## config.mk

```make
export PLATFORM = sky130hd
export DESIGN_NAME = alu_arbiter
export DESIGN_NICKNAME = d
export VERILOG_FILES = /design/src/rtl/alu_arbiter.sv
export SDC_FILE = /design/constraint.sdc
export NUM_CORES = 1
export LEC_CHECK = 0
export CAP_MARGIN = 10
export CORE_AREA = 2 2 143 145
export CTS_CLUSTER_DIAMETER = 50
export CTS_CLUSTER_SIZE = 20
export DETAILED_ROUTE_END_ITERATION = 6
export DIE_AREA = 0 0 145 147
export GPL_TIMING_DRIVEN = 0
export PLACE_DENSITY = 0.69
export SLEW_MARGIN = 5
export SYNTH_ARGS = -nofsm -noshare
export SYNTH_HDL_FRONTEND = slang
export SYNTH_SLANG_ARGS = --single-unit
```

## constraint.sdc

```tcl
create_clock -name clk -period 2.05 [get_ports clk]
set_input_delay 0.41 -clock clk [delete_from_list [all_inputs] [get_ports clk]]
set_output_delay 0.41 -clock clk [all_outputs]
set_load 0.01 [all_outputs]
```

## src/rtl/alu_arbiter.sv

```systemverilog
// Two-requester arbiter/sequencer for the shared combinational ALU: accept, execute, respond.
// Define ALU_ARB_RR_EN for round-robin contention; otherwise requester 0 has fixed priority.
module alu_arbiter #(
  parameter int DATA_W = 32
) (
  input  logic              clk,
  input  logic              rst_n,
  input  logic              req0_valid,
  output logic              req0_ready,
  input  logic [5:0]        req0_opcode,
  input  logic [DATA_W-1:0] req0_rs,
  input  logic [DATA_W-1:0] req0_rt,
  input  logic [4:0]        req0_shamt,
  input  logic [5:0]        req0_funct,
  input  logic [15:0]       req0_imm,
  input  logic              req1_valid,
  output logic              req1_ready,
  input  logic [5:0]        req1_opcode,
  input  logic [DATA_W-1:0] req1_rs,
  input  logic [DATA_W-1:0] req1_rt,
  input  logic [4:0]        req1_shamt,
  input  logic [5:0]        req1_funct,
  input  logic [15:0]       req1_imm,
  output logic              rsp0_valid,
  input  logic              rsp0_ready,
  output logic              rsp1_valid,
  input  logic              rsp1_ready,
  output logic [DATA_W-1:0] rsp_result,
  output logic              rsp_branch,
  output logic [5:0]        alu_opcode,
  output logic [DATA_W-1:0] alu_rs_content,
  output logic [DATA_W-1:0] alu_rt_content,
  output logic [4:0]        alu_shamt,
  output logic [5:0]        alu_control,
  output logic [15:0]       alu_immediate,
  input  logic [DATA_W-1:0] alu_result,
  input  logic              alu_sig_branch,
  output logic              busy
);

  typedef enum logic [1:0] {IDLE, EXEC, RESP} state_t;

  state_t state, state_nxt;
  logic   grant;
  logic   grant_q;
  logic   take;
  logic   rsp_done;

`ifdef ALU_ARB_RR_EN
  logic last_grant;

  // On contention, favour whoever was not served last.
  always_comb begin
    grant = ~req0_valid;
    if (req0_valid && req1_valid) grant = ~last_grant;
  end
`else
  always_comb grant = ~req0_valid;
`endif

  assign rsp_done = (state == RESP) && (grant_q ? rsp1_ready : rsp0_ready);

  always_comb begin
    state_nxt  = state;
    req0_ready = 1'b0;
    req1_ready = 1'b0;
    take       = 1'b0;
    case (state)
      IDLE: begin
        if (req0_valid || req1_valid) begin
          req0_ready = ~grant;
          req1_ready = grant;
          take       = 1'b1;
          state_nxt  = EXEC;
        end
      end
      EXEC:    state_nxt = RESP;
      RESP:    if (rsp_done) state_nxt = IDLE;
      default: state_nxt = IDLE;
    endcase
  end

  always_ff @(posedge clk or negedge rst_n) begin
    if (!rst_n) begin
      state   <= IDLE;
      grant_q <= 1'b0;
`ifdef ALU_ARB_RR_EN
      last_grant <= 1'b1;
`endif
    end else begin
      state <= state_nxt;
      if (take) grant_q <= grant;
`ifdef ALU_ARB_RR_EN
      if (rsp_done) last_grant <= grant_q;
`endif
    end
  end

  // Stage boundary: granted request fields drive the ALU; result captured one cycle later.
  always_ff @(posedge clk or negedge rst_n) begin
    if (!rst_n) begin
      alu_opcode     <= '0;
      alu_rs_content <= '0;
      alu_rt_content <= '0;
      alu_shamt      <= '0;
      alu_control    <= '0;
      alu_immediate  <= '0;
      rsp_result     <= '0;
      rsp_branch     <= 1'b0;
    end else begin
      if (take) begin
        alu_opcode     <= grant ? req1_opcode : req0_opcode;
        alu_rs_content <= grant ? req1_rs     : req0_rs;
        alu_rt_content <= grant ? req1_rt     : req0_rt;
        alu_shamt      <= grant ? req1_shamt  : req0_shamt;
        alu_control    <= grant ? req1_funct  : req0_funct;
        alu_immediate  <= grant ? req1_imm    : req0_imm;
      end
      if (state == EXEC) begin
        rsp_result <= alu_result;
        rsp_branch <= alu_sig_branch;
      end
    end
  end

  assign rsp0_valid = (state == RESP) && !grant_q;
  assign rsp1_valid = (state == RESP) &&  grant_q;
  assign busy       = (state != IDLE);

endmodule

```

==> impl_results.md, run 1 <==
* Max Used Layer: met4
* Most frequent cells in the layout: 361 x clkdlybuf4s50_1, 209 x mux2_2, 133 x dfrtp_1, 19 x mux2_4, 17 x clkbuf_16
* M1 wire length at 6990 um
* Fin. max-slew vios at 0
* LEAKAGE at 4.422 nW
* Root buf cell: clkbuf_16
* Peak VDD IR at 0.8218 mV
* Die area at 0.02132 mm^2
* Wire length per cell at 17.55 um
* CTS H-Tree Depth at 4
* Worst Hold Class: in2async
* Remaining DRCs at 0
* Nets at 1018
* YS warnings at 0
* Crit end category: output port
* Post-synthesis sequential area ratio at 53.80%
* Starting Density at 31.17%
* Final min period at 1.926 ns
* Least-Margin Pin Slew at 0.7381 ns
* Clk sink count at 133
* Status: completed
* # port buffers at 366
* Routed wl met2 at 9623 um
* Via count at 4754
* Dpl hpwl at 15000 um
* Yosys reg bits at 133
* Fmax at 519.3 MHz
* # fillers at 1684
* Critical Path AT at 1.52 ns
* Synth Net Count at 633
* Largest net degree at the start of global routing at 78
* Worst path required time at 1.64 ns
* Syn avg cell area at 15.46 um^2
* Mapped Area at 0.006186 mm^2
* Row Count at 52
* Final Hold Viols at 0
* Power Density at 1408 mW/mm^2
* Crit-path cells: nor2_2 > inv_1 > clkdlybuf4s50_1
* Clk buf depth at 2
* Setup Viol. Count Final at 0
* Layout area overhead at 75.85%
* Max-slew headroom at 50.79%
* Inst Count DP at 1037
* Worst Skew at 0.009706 ns
* N_diodes at 0
* Initial antenna violation count at 0
* Final wirelength at 18720 um
* Congestion Overflow GR at 0
* IO Pins at 368
* Slowest cell on crit path: clkdlybuf4s50_1
* 1st-iter DRT viols at 88
* Setup CP Type: reg2out
* Die height at 147 um
* Max-cap violations at 0
* Core area at 0.01984 mm^2
* RSZ-0062 raised after global routing: false
* Postcts setup bufs at 0
* Post-Synthesis Cells at 400
* Commonest non-fill, non-tap cell in the layout: clkdlybuf4s50_1
* Final period util at 93.94%
* First-pass DRT Iterations at 4
* Num CTS Buffers at 17
* WL met3 at 1733 um
* Share of cells above drive strength 1 at 34.63%
* Worst-path fanout max at 4
* Design Power at 15.32 mW
* Worst stage delay on the critical path at 0.48 ns
* Netlist cell types at 14
* Global Route Usage Sum at 17.60%
* TritonCTS clock tree: built
* Chip width at 145 um
* Clock transition at path regs at 0.06 ns
* Routed vias/inst at 4.455
* Fin Hold WS at 0.007662 ns
* Post-DRT Antenna Nets at 0
* First-pass GRT wire length at 29220 um
* Startpoint types: flop
* Clk_lat worst skew at 0.41 ns
* Final Non-Filler Cells at 1067
* Placer Congestion at 0.8734
* Vias in the first global route at 5278
sequential cells by signal, indices dropped and copies added (netlist names):
signal / count
alu_immediate: 16
rsp_result: 32
alu_rs_content: 32
state: 2
rsp_branch: 1
alu_rt_content: 32
alu_opcode: 6
alu_control: 6
alu_shamt: 5
grant_q: 1
metrics by stage:
stage / area (um^2) / util, % / setup WS, ns / setup TNS [ns]
after detailed placement: 10220 / 51.48 / -0.2033 / -0.4701
after floorplan: 6186 / - / 0.4653 / 0
after CTS: 10880 / 54.82 / 0.09574 / 0
final: 10880 / 54.82 / 0.1243 / 0
after global placement: 10190 / 51.34 / -4.519 / -599.21
after global routing: 10880 / 54.82 / 0.05064 / 0
logic make-up (layout without fill, tap and decap cells):
kind of cell	Yosys count	in the layout	synth area share, %
DFF	133	133	53.80
AOI/OAI and AO/OA	3	3	0.2831
buffers and inverters	28	425	2.650
muxes	228	228	42.66
and+or+nand+nor	8	8	0.6067
per-layer routing:
layer / GRT usage (%) / vias to the layer above
met5: 0 / -
met4: 5.891 / 0
met3: 7.143 / 26
met2: 31.57 / 234
met1: 18.86 / 2284
li1: - / 2210
path summary, 6_finish.rpt:
path	startpoint	to	slack [ns]	cells past startpoint
setup / recovery	state[1]	busy	0.12	3
hold / removal	rst_n	rsp_result[15]	0.008	1
setup reg to reg	state[1]	alu_rs_content[26]	0.34	6
hold reg to reg	alu_rt_content[30]	alu_rt_content[30]	0.50	1
max in group asynchronous	rst_n	alu_rt_content[16]	1.29	2
min in group clk	alu_rt_content[30]	alu_rt_content[30]	0.50	1
timing repair:
item                                    in CTS  in global routing
endpoints found under the setup margin       4                  0
gates resized for setup                      5                  0
hold buffers                                 0                  0
report_power, final:
| part | internal (mW) | switching (mW) | leakage, nW | total, mW |
|---|---|---|---|---|
| sequential | 4.00 | 0.714 | 1.56 | 4.71 |
| clock | 2.32 | 1.13 | 0.321 | 3.45 |
| combinational | 4.55 | 2.60 | 2.54 | 7.15 |
worst max-delay path, delay by kind of cell (launching register included):
family	cells	cell delay (ns)
flip-flops	1	0.40
AND/OR/NAND/NOR	1	0.17
buffers and inverters	2	0.54
cell type report:
cell class | instances | area, um^2 | share of cell area [%]
clock inverter | 11 | 222.7 | 2.047
inverter | 2 | 7.507 | 0.06901
timing repair buffer | 367 | 3687 | 33.90
multi-input combinational | 239 | 2696 | 24.79
tap | 270 | 337.8 | 3.106
buffer | 25 | 151.4 | 1.392
sequential | 133 | 3328 | 30.60
clock buffer | 20 | 446.7 | 4.106
cells in the mapped netlist (all sizes together):
library cell | count | area (um^2)
clkbuf | 9 | 33.78
nand2 | 1 | 3.750
nor2 | 4 | 15.01
mux2 | 228 | 2639
a21oi | 1 | 5.000
inv | 2 | 7.510
o21a | 1 | 7.510
and2 | 1 | 6.260
buf | 17 | 122.6
dfrtp | 133 | 3328
o21ai | 1 | 5.000
nand2b | 2 | 12.51
(Power assumes the default switching activity.)
==> run 2: changes to the inputs <==
--- a/config.mk
+++ b/config.mk
@@ -12,6 +12,7 @@
 export DETAILED_ROUTE_END_ITERATION = 6
 export DIE_AREA = 0 0 145 147
 export GPL_TIMING_DRIVEN = 0
+export HOLD_SLACK_MARGIN = 0.03
 export PLACE_DENSITY = 0.69
 export SLEW_MARGIN = 5
 export SYNTH_ARGS = -nofsm -noshare
==> results of run 2 <==
No change in the layout: final DEF, timing and power equal those of run 1.
==> run 3: changes to the inputs <==
--- a/config.mk
+++ b/config.mk
@@ -14,6 +14,7 @@
 export GPL_TIMING_DRIVEN = 0
 export HOLD_SLACK_MARGIN = 0.03
 export PLACE_DENSITY = 0.69
+export REMOVE_ABC_BUFFERS = 1
 export SLEW_MARGIN = 5
 export SYNTH_ARGS = -nofsm -noshare
 export SYNTH_HDL_FRONTEND = slang
==> run 3 against run 2 <==
First-iteration DRC count grew 11%. Count of clock-buffer cells in the layout unchanged. Power down 4.6%. Setup slack worse by 0.080 ns. Global-route usage decreased by 0.62 points. Critical path type unchanged. Largest cell class unchanged. Largest power group unchanged.
==> impl_results.md, run 3 (synthesis results as in run 1) <==
* Status: completed
* Fmax at 498.6 MHz (-4.0%)
* Setup tns final at 0 ns (unchanged)
* Startpoint types: flop
* Remaining DRCs at 0 (unchanged)
* Most frequent cells in the layout: 361 x clkdlybuf4s50_1, 209 x mux2_2, 133 x dfrtp_1, 19 x mux2_4, 17 x clkbuf_16
* Chip width at 145 um (unchanged)
* Inst Count DP at 1014 (-2.2%)
* Vias in the first global route at 5315 (+0.70%)
* Clock power share at 19.2% (-3.3 points)
* Layout area overhead at 73.00%
* Core area at 0.01984 mm^2 (unchanged)
* Num CTS Buffers at 17 (unchanged)
* P_sw at 4.491 mW (+0.92%)
* Worst Hold Class: reg2reg
* Sw frac at 30.75% (+1.7 points)
* Commonest non-fill, non-tap cell in the layout: clkdlybuf4s50_1
* RSZ-0062 raised after global routing: true
* Congestion Overflow GR at 0 (unchanged)
* Share of cells above drive strength 1 at 34.58% (-0.054 points)
* Nets at 998 (-2.0%)
* # port buffers at 367 (+0.27%)
* Worst-path fanout max at 5 (+1)
* Wire length per cell at 17.46 um (-0.46%)
* First-pass GRT wire length at 28520 um (-2.4%)
* Post-DRT Antenna Nets at 0 (unchanged)
* Max-slew headroom at 47.73% (-3.1 points)
* Internal power at 10.11 mW (-6.9%)
* Post-layout util at 53.93% (-0.89 points)
* Clock transition at path regs at 0.06 ns (about the same)
* Clk buf depth at 2 (unchanged)
* Final Non-Filler Cells at 1048 (-1.8%)
* Sequential Power Share at 32.3% (+1.5 points)
* Setup Viol. Count Final at 0 (unchanged)
* Root buf cell: clkbuf_16
* Crit end category: output port
* First-pass DRT Iterations at 3 (-1)
* Global Route Usage Sum at 16.98% (-0.62 points)
* Placer Congestion at 0.7588 (-13%)
* Fin. max-slew vios at 0 (unchanged)
* LEAKAGE at 4.306 nW (-2.6%)
* Via count at 4685 (-1.5%)
* Row Count at 52 (unchanged)
* TritonCTS clock tree: built
* Final wirelength at 18300 um (-2.2%)
* Clk sink count at 133 (unchanged)
* IO Pins at 368 (unchanged)
* Largest net degree at the start of global routing at 73 (-6.4%)
* Starting Density at 31.17% (unchanged)
* Final Hold Viols at 0 (unchanged)
* Initial antenna violation count at 0 (unchanged)
* Least-Margin Pin Slew at 0.7840 ns (+0.04592 ns)
* Clk_lat worst skew at 0.41 ns (about the same)
* Worst path required time at 1.64 ns (about the same)
* CTS H-Tree Depth at 4 (unchanged)
* Biggest regs: alu_rs_content x32, alu_rt_content x32, rsp_result x32
* 1st-iter DRT viols at 98 (+11%)
* Routed vias/inst at 4.470 (+0.34%)
* Final min period at 2.006 ns (+0.07988 ns)
* N_diodes at 0 (unchanged)
* Design Power at 14.60 mW (-4.6%)
* Max-cap violations at 0 (unchanged)
* Setup CP Type: reg2out
* Die area at 0.02132 mm^2 (unchanged)
* Combinational share of power at 48.5% (+1.8 points)
* Critical Path AT at 1.60 ns (+0.08 ns)
* Dpl hpwl at 13840 um (-7.7%)
* Worst Skew at 0.008145 ns (-0.001561 ns)
* Power Density at 1365 mW/mm^2 (-3.1%)
* Die height at 147 um (unchanged)
* Peak VDD IR at 0.7257 mV (-12%)
* Final period util at 97.83% (+3.9 points)
* Postcts setup bufs at 0 (unchanged)
==> run 3: cell type report <==
cell class / instances / area [um^2]
clock inverter: 12 / 95.09
tap: 270 / 337.8
clock buffer: 20 / 456.7
timing repair buffer: 371 / 3756
inverter: 2 / 7.507
sequential: 133 / 3328
fill: 1696 / 9143
multi-input combinational: 240 / 2720
==> run 3: repair_timing <==
action	in CTS	in global routing
hold endpoints to repair	61	0
gates resized for setup	6	2
cloned	0	1
hold buffers	1	0
setup endpoints to repair	56	52
==> run 3: power by group through the flow <==
stage	Sequential (mW)	Combinational (mW)	Clock, mW
detailed placement	4.75	7.13	0
floorplan	5.30	2.50	0
global placement	4.64	6.61	0
global route	4.90	7.54	3.04
CTS	4.73	7.16	2.91
finish	4.72	7.08	2.80
==> run 3: final timing paths <==
kind | startpoint | to | slack [ns] | depth (start not counted)
worst max-delay path | state[1] | busy | 0.04 | 3
worst min-delay path | rsp_result[17] | rsp_result[17] | 0.50 | 1
worst max register to register | state[1] | alu_rt_content[25] | 0.12 | 4
worst min register to register | rsp_result[17] | rsp_result[17] | 0.50 | 1
max in group asynchronous | rst_n | alu_rs_content[28] | 0.75 | 3
min in group asynchronous | rst_n | rsp_result[13] | 0.53 | 2
==> run 3: stage by stage <==
step / hold WS [ns] / worst slack, ns / area [um^2]
after global placement: 0.4898 / -6.092 / 10040
after detailed placement: 0.4270 / -0.4536 / 10130
after CTS: 0.5065 / -0.04138 / 10700
after global routing: 0.5223 / -0.07002 / 10700
after floorplan: 0.1144 / -1.576 / 6030
final: 0.5027 / 0.04441 / 10700
==> run 3: critical path, cell delays in order, from the launching register on <==
cell	delay (ns)
dfrtp_1	0.41
nor2_4	0.22
inv_1	0.06
clkdlybuf4s50_1	0.49
==> run 3: routing by layer <==
| layer | vias to the layer above | routed length, um | share of wire (%) | global-route usage, % |
|---|---|---|---|---|
| met4 | 0 | 293 | 1.6 | 5.248 |
| met1 | 2286 | 7018 | 38 | 18.54 |
| met5 | - | 0 | 0 | 0 |
| met3 | 20 | 1311 | 7.2 | 5.839 |
| li1 | 2164 | - | - | - |
| met2 | 215 | 9679 | 53 | 31.07 |
